--- config.mk ---
export PLATFORM = sky130hd
export DESIGN_NAME = add_sub_seq
export DESIGN_NICKNAME = d
export VERILOG_FILES = /design/src/rtl/alu_pkg.sv /design/src/rtl/chunk_adder.sv /design/src/rtl/add_sub_seq.sv
export SDC_FILE = /design/constraint.sdc
export NUM_CORES = 1
export LEC_CHECK = 0
export ABC_AREA = 1
export CAP_MARGIN = 5
export CORE_ASPECT_RATIO = 0.7
export CORE_MARGIN = 2
export CORE_UTILIZATION = 34
export CTS_CLUSTER_SIZE = 20
export DETAILED_ROUTE_END_ITERATION = 7
export GPL_TIMING_DRIVEN = 0
export PLACE_DENSITY = 0.65
export SLEW_MARGIN = 20
export SYNTH_ARGS = -nofsm -noshare
export SYNTH_HDL_FRONTEND = slang
export SYNTH_SLANG_ARGS = --single-unit
--- constraint.sdc ---
create_clock -name clk -period 5.1 [get_ports clk]
set_clock_uncertainty 0.2 [all_clocks]
set_input_delay 0.765 -clock clk [delete_from_list [all_inputs] [get_ports clk]]
set_output_delay 0.765 -clock clk [all_outputs]
set_load 0.02 [all_outputs]
--- src/rtl/alu_pkg.sv ---
// ============================================================================
// Module      : alu_pkg
// Description : Shared ALU mode and state encodings.
// Revision    : 1.0
// ============================================================================
`default_nettype none

package alu_pkg;

  localparam logic [1:0] MODE_ADD = 2'b00;
  localparam logic [1:0] MODE_SUB = 2'b01;
  localparam logic [1:0] MODE_ADC = 2'b10;
  localparam logic [1:0] MODE_SBB = 2'b11;

  typedef enum logic [1:0] {
    ST_IDLE = 2'd0,
    ST_RUN  = 2'd1,
    ST_DONE = 2'd2
  } state_t;

  // Subtracts add ~B + 1; the carry-chaining modes take the caller's carry instead.
  function automatic logic init_carry(input logic [1:0] mode, input logic cin);
    logic c;
    case (mode)
      MODE_ADD: c = 1'b0;
      MODE_SUB: c = 1'b1;
      default:  c = cin;
    endcase
    return c;
  endfunction

  function automatic logic is_subtract(input logic [1:0] mode);
    return (mode == MODE_SUB) || (mode == MODE_SBB);
  endfunction

endpackage

`default_nettype wire

--- src/rtl/chunk_adder.sv ---
// ============================================================================
// Module      : chunk_adder
// Description : CHUNK-bit combinational adder with carry out and carry into MSB.
// Revision    : 1.0
// ============================================================================
`default_nettype none

module chunk_adder #(
  parameter int CHUNK = 8
) (
  input  logic [CHUNK-1:0] a,
  input  logic [CHUNK-1:0] b,
  input  logic             cin,
  output logic [CHUNK-1:0] sum,
  output logic             cout,
  output logic             c_msb
);

  logic [CHUNK:0] w_full;

  assign w_full = {1'b0, a} + {1'b0, b} + {{CHUNK{1'b0}}, cin};
  assign sum    = w_full[CHUNK-1:0];
  assign cout   = w_full[CHUNK];
  // The top sum bit is a^b^carry_in, so the carry into it can be recovered.
  assign c_msb  = w_full[CHUNK-1] ^ a[CHUNK-1] ^ b[CHUNK-1];

endmodule

`default_nettype wire

--- src/rtl/add_sub_seq.sv ---
// ============================================================================
// Module      : add_sub_seq
// Description : Multi-cycle chunked add/subtract unit with ZCVN flags.
// Revision    : 1.0
// ============================================================================
`default_nettype none

module add_sub_seq
  import alu_pkg::*;
#(
  parameter int WIDTH = 32,
  parameter int CHUNK = 8
) (
  input  logic             clk,
  input  logic             reset,
  input  logic             start,
  input  logic [1:0]       mode,
  input  logic [WIDTH-1:0] inA,
  input  logic [WIDTH-1:0] inB,
  input  logic             cin,
  output logic             busy,
  output logic             done,
  output logic [WIDTH-1:0] result,
  output logic             zero,
  output logic             carry,
  output logic             overflow,
  output logic             negative
);

  localparam int NCHUNK = WIDTH / CHUNK;
  localparam int IDXW   = (NCHUNK > 1) ? $clog2(NCHUNK) : 1;
  localparam logic [IDXW-1:0] IDX_LAST = IDXW'(NCHUNK - 1);

  state_t           state_q, state_d;
  logic [IDXW-1:0]  idx_q, idx_d;
  logic [WIDTH-1:0] a_q, a_d;
  logic [WIDTH-1:0] b_q, b_d;
  logic             c_q, c_d;
  logic [WIDTH-1:0] shadow_q, shadow_d;
  logic [WIDTH-1:0] result_q, result_d;
  logic             zero_q, zero_d;
  logic             carry_q, carry_d;
  logic             ovf_q, ovf_d;
  logic             neg_q, neg_d;

  logic [CHUNK-1:0] w_a_chunk, w_b_chunk, w_sum;
  logic             w_cout, w_c_msb;

  assign w_a_chunk = a_q[idx_q*CHUNK +: CHUNK];
  assign w_b_chunk = b_q[idx_q*CHUNK +: CHUNK];

  chunk_adder #(.CHUNK(CHUNK)) u_chunk_adder (
    .a     (w_a_chunk),
    .b     (w_b_chunk),
    .cin   (c_q),
    .sum   (w_sum),
    .cout  (w_cout),
    .c_msb (w_c_msb)
  );

  always_comb begin
    state_d  = state_q;
    idx_d    = idx_q;
    a_d      = a_q;
    b_d      = b_q;
    c_d      = c_q;
    shadow_d = shadow_q;
    result_d = result_q;
    zero_d   = zero_q;
    carry_d  = carry_q;
    ovf_d    = ovf_q;
    neg_d    = neg_q;

    case (state_q)
      ST_IDLE, ST_DONE: begin
        if (start) begin
          state_d = ST_RUN;
          idx_d   = '0;
          a_d     = inA;
          b_d     = is_subtract(mode) ? ~inB : inB;
          c_d     = init_carry(mode, cin);
        end else begin
          state_d = ST_IDLE;
        end
      end

      ST_RUN: begin
        shadow_d[idx_q*CHUNK +: CHUNK] = w_sum;
        c_d = w_cout;
        if (idx_q == IDX_LAST) begin
          // Visible outputs move only here, so they stay stable between done pulses.
          state_d  = ST_DONE;
          result_d = shadow_d;
          zero_d   = (shadow_d == '0);
          carry_d  = w_cout;
          ovf_d    = w_cout ^ w_c_msb;
          neg_d    = shadow_d[WIDTH-1];
        end else begin
          idx_d = idx_q + 1'b1;
        end
      end

      default: state_d = ST_IDLE;
    endcase
  end

  always_ff @(posedge clk) begin
    if (reset) begin
      state_q  <= ST_IDLE;
      idx_q    <= '0;
      a_q      <= '0;
      b_q      <= '0;
      c_q      <= 1'b0;
      shadow_q <= '0;
      result_q <= '0;
      zero_q   <= 1'b0;
      carry_q  <= 1'b0;
      ovf_q    <= 1'b0;
      neg_q    <= 1'b0;
    end else begin
      state_q  <= state_d;
      idx_q    <= idx_d;
      a_q      <= a_d;
      b_q      <= b_d;
      c_q      <= c_d;
      shadow_q <= shadow_d;
      result_q <= result_d;
      zero_q   <= zero_d;
      carry_q  <= carry_d;
      ovf_q    <= ovf_d;
      neg_q    <= neg_d;
    end
  end

  assign busy     = (state_q == ST_RUN);
  assign done     = (state_q == ST_DONE);
  assign result   = result_q;
  assign zero     = zero_q;
  assign carry    = carry_q;
  assign overflow = ovf_q;
  assign negative = neg_q;

endmodule

`default_nettype wire
==> reports/results.txt <==
status: finished clean
number of global-route vias before repair: 6334
first-pass detailed-route iteration total: 6
post-detailed-route via-to-cell ratio: 4.917
Max-slew headroom: 53.32%
total power after layout: 0.003083 W
remaining global-route overflow: 0
number of nets in the layout: 1150
GR Util All Layers: 20.85%
most prevalent standard cell on the critical path: nor2_1
Synth area leaders: dfxtp_1 40%, o21ai_0 10%, nor2_1 7.6%
routed via count: 6618
post-synth net total: 1026
worst hold-check path type: reg2reg
CTS Hold Buffers Added: 0
area share of xor/xnor cells in the synthesized design: 4.401%
initial cell density of the core: 34.46%
Clk pin slew, worst setup/hold paths: 0.06 ns
Final Wtd Congestion: 0.9571
Area growth syn-to-layout: 29.27%
FMAX: 0.2369 GHz
clock buffer depth: 2
path depth of the worst reg2reg path: 19
# H-tree levels: 4
final hold vios: 0
number of different library cells in the post-synthesis netlist: 38
Final HPWL DP: 16210 µm
cell at the root of the clock tree: clkbuf_16
cell depth of the worst hold path: 2
final antenna-violating net count: 0
critical path class: reg2reg
YS warnings: 0
area of the core: 19640 µm²
quantity of gates resized following cts: 0
slew at the pin closest to its max-slew limit: 0.7002 ns
share of the synthesized area in compound gates (AO/OA/AOI/OAI): 21.95%
die area: 21060 µm²
fraction of final layout cells sized beyond drive strength 1: 6.970%
vertical extent of the die: 122.0 µm
number of DRC markers after the initial detailed-route iteration: 572
most frequent cell after synthesis: o21ai_0
critical path startpoint category: flip-flop
number of placed I/O pins: 108
number of buffer and inverter instances along the worst setup path: 4
post-detailed-routing wire length: 21430 µm
die boundary width: 172.6 µm
wire length of the first global-routing pass: 34000 µm
number of enable flip-flop cells after synthesis: 0
largest net degree at the start of global routing: 17
mux contribution to synthesized area: 0%
final number of setup-violating endpoints: 0
share of Yosys cell area claimed by the top area cell type: 40.24%
Worst IR Drop VDD: 151.1 µV
number of cells produced by synthesis: 941
combinational family with the most area after synthesis: compound AO/OA/AOI/OAI gates
cell taking the most area after synthesis: dfxtp_1
number of synthesized register bits: 136
unrepaired setup endpoints after global routing: no
final sum of negative setup slack: 0 ns
top cell types by occurrence after synthesis: 138 x o21ai_0, 137 x nor2_1, 136 x dfxtp_1
later-pin clock latency in the skew report: 0.43 ns
endpoint arrival time on the critical path: 4.38 ns
total of max-cap violations: 0
antenna violations before repair: 0
kind of cell adding the most delay to the critical path: simple AND/OR/NAND/NOR gates
Antenna Cells: 0
fraction of registers with async set or reset after synthesis: 0%
Simple-Gate Fraction of Synth Area: 19.55%
utilization after layout: 44.54%
Final Max Slew Viols: 0
kind of end point of the critical path: flip-flop
Inserted Clock Buffers: 17
number of stages on the worst setup path: 19
sequential share of the synthesized area: 40.24%
DR WL/cell: 15.92 µm
required time of the critical path: 5.26 ns
area share of fa/ha/maj cells after synthesis: 2.996%
Worst path max stage delay: 0.49 ns
ordered cell list for the critical path: buf_6 > buf_6 > buf_2 > clkbuf_1 > nor2_1 > o22ai_1 > fa_1 > fa_1 > nand3_1 > o21bai_1 > nor2_1 > nand2_1 > nor2_1 > nand3_1 > nor2_1 > nand3_1 > nor2_1 > nand3_1 > a21oi_2
number of input and output port buffers inserted: 105
share of the clock period used by the worst path: 82.77%
Layout Cells excl Fill: 1346
mean post-synth cell area: 7.191 µm²
TritonCTS clock tree: yes
Post-CTS Setup Repair Bufs: 0
total clock sinks: 136
Placement Rows: 43
leakage power: 3.923 nW
Power per Cell Area: 352.5 nW/µm²
min Tclk post-route: 4.221 ns
dominant synthesized flop cell: dfxtp_1
Synth Cell Area: 6766 µm²
Max Fanout on Critical Path: 10
critical-path cell with the highest stage delay: fa_1
Placed Cells incl. Taps: 1316
detailed-route DRC error count: 0
==> kinds of logic (layout without fill, tap and decap cells) <==
logic type | Yosys count | count (layout)
flip-flops | 136 | 136
buffers and inverters | 188 | 323
AND/OR/NAND/NOR | 304 | 304
XOR/XNOR | 34 | 34
adder cells (fa/ha/maj) | 15 | 15
AO/OA/AOI/OAI | 264 | 264
==> path summary, 6_finish.rpt <==
path	from	end	slack (ns)
min reg2reg	a_q[7]	a_q[7]	0.26
min	a_q[7]	a_q[7]	0.26
max reg2reg	idx_q[0]	zero	0.88
max	idx_q[0]	zero	0.88
==> worst min-delay path: cells and delay by family, from the launching register on <==
family / cells / cell delay (ns)
AO/OA/AOI/OAI: 1 / 0.05
buffers and inverters: 1 / 0.06
flip-flops: 1 / 0.30
==> through the flow <==
step | cell area (µm²) | setup slack, ns | hold slack, ns
after floorplan | 6766 | 1.841 | 0.2245
after global placement | 8155 | 0.9861 | 0.2535
after detailed placement | 8155 | 0.9981 | 0.2496
after CTS | 8747 | 0.9589 | 0.2619
after global routing | 8747 | 0.5535 | 0.2952
final | 8747 | 0.8789 | 0.2625
==> placed cells by master, fill, tap and decap left out, drive strengths merged <==
| master | n |
|---|---|
| xnor2 | 33 |
| fa | 2 |
| nor2 | 144 |
| nand2 | 114 |
| nand3 | 33 |
| dfxtp | 136 |
| o21bai | 15 |
| bufinv | 2 |
| inv | 129 |
| xor2 | 1 |
| clkbuf | 66 |
| o21a | 5 |
| clkdlybuf4s50 | 105 |
| o211ai | 28 |
| clkinv | 4 |
| o21ai | 141 |
| o22ai | 18 |
| or2 | 3 |
| a31oi | 1 |
| a21oi | 56 |
| nand4 | 10 |
| clkinvlp | 1 |
| buf | 16 |
| ha | 13 |
==> flip-flops by register name, summed over array words and instances (netlist names) <==
register and flops:
shadow_q 32, state_q 2, a_q 32, c_q 1
result 32, zero 1, overflow 1, b_q 32
carry 1, idx_q 2
==> cell type report <==
| class | instances | area, µm² |
|---|---|---|
| Tap cell | 270 | 337.8 |
| Clock buffer | 24 | 501.7 |
| Fill cell | 2007 | 10890 |
| Clock inverter | 6 | 90.09 |
| Inverter | 130 | 490.5 |
| Multi-Input combinational cell | 617 | 3308 |
| Timing Repair Buffer | 105 | 1051 |
| Buffer | 58 | 245.2 |
| Sequential cell | 136 | 2723 |
==> routing by layer <==
layer	vias to the layer above	global-route usage [%]	part of all wire (%)
li1	3303	-	-
met1	3024	32.17	53
met2	265	27.28	36
met3	26	6.024	9.8
met4	0	5.876	1.2
met5	-	0	0
==> where the power goes <==
group | total, W | internal (W) | switching, W
clock | 0.00124 | 0.000780 | 0.000458
combinational | 0.000672 | 0.000240 | 0.000432
sequential | 0.00117 | 0.00113 | 0.0000392
total | 0.00308 | 0.00215 | 0.000929
No activity file was read; power rests on OpenSTA's default activity.
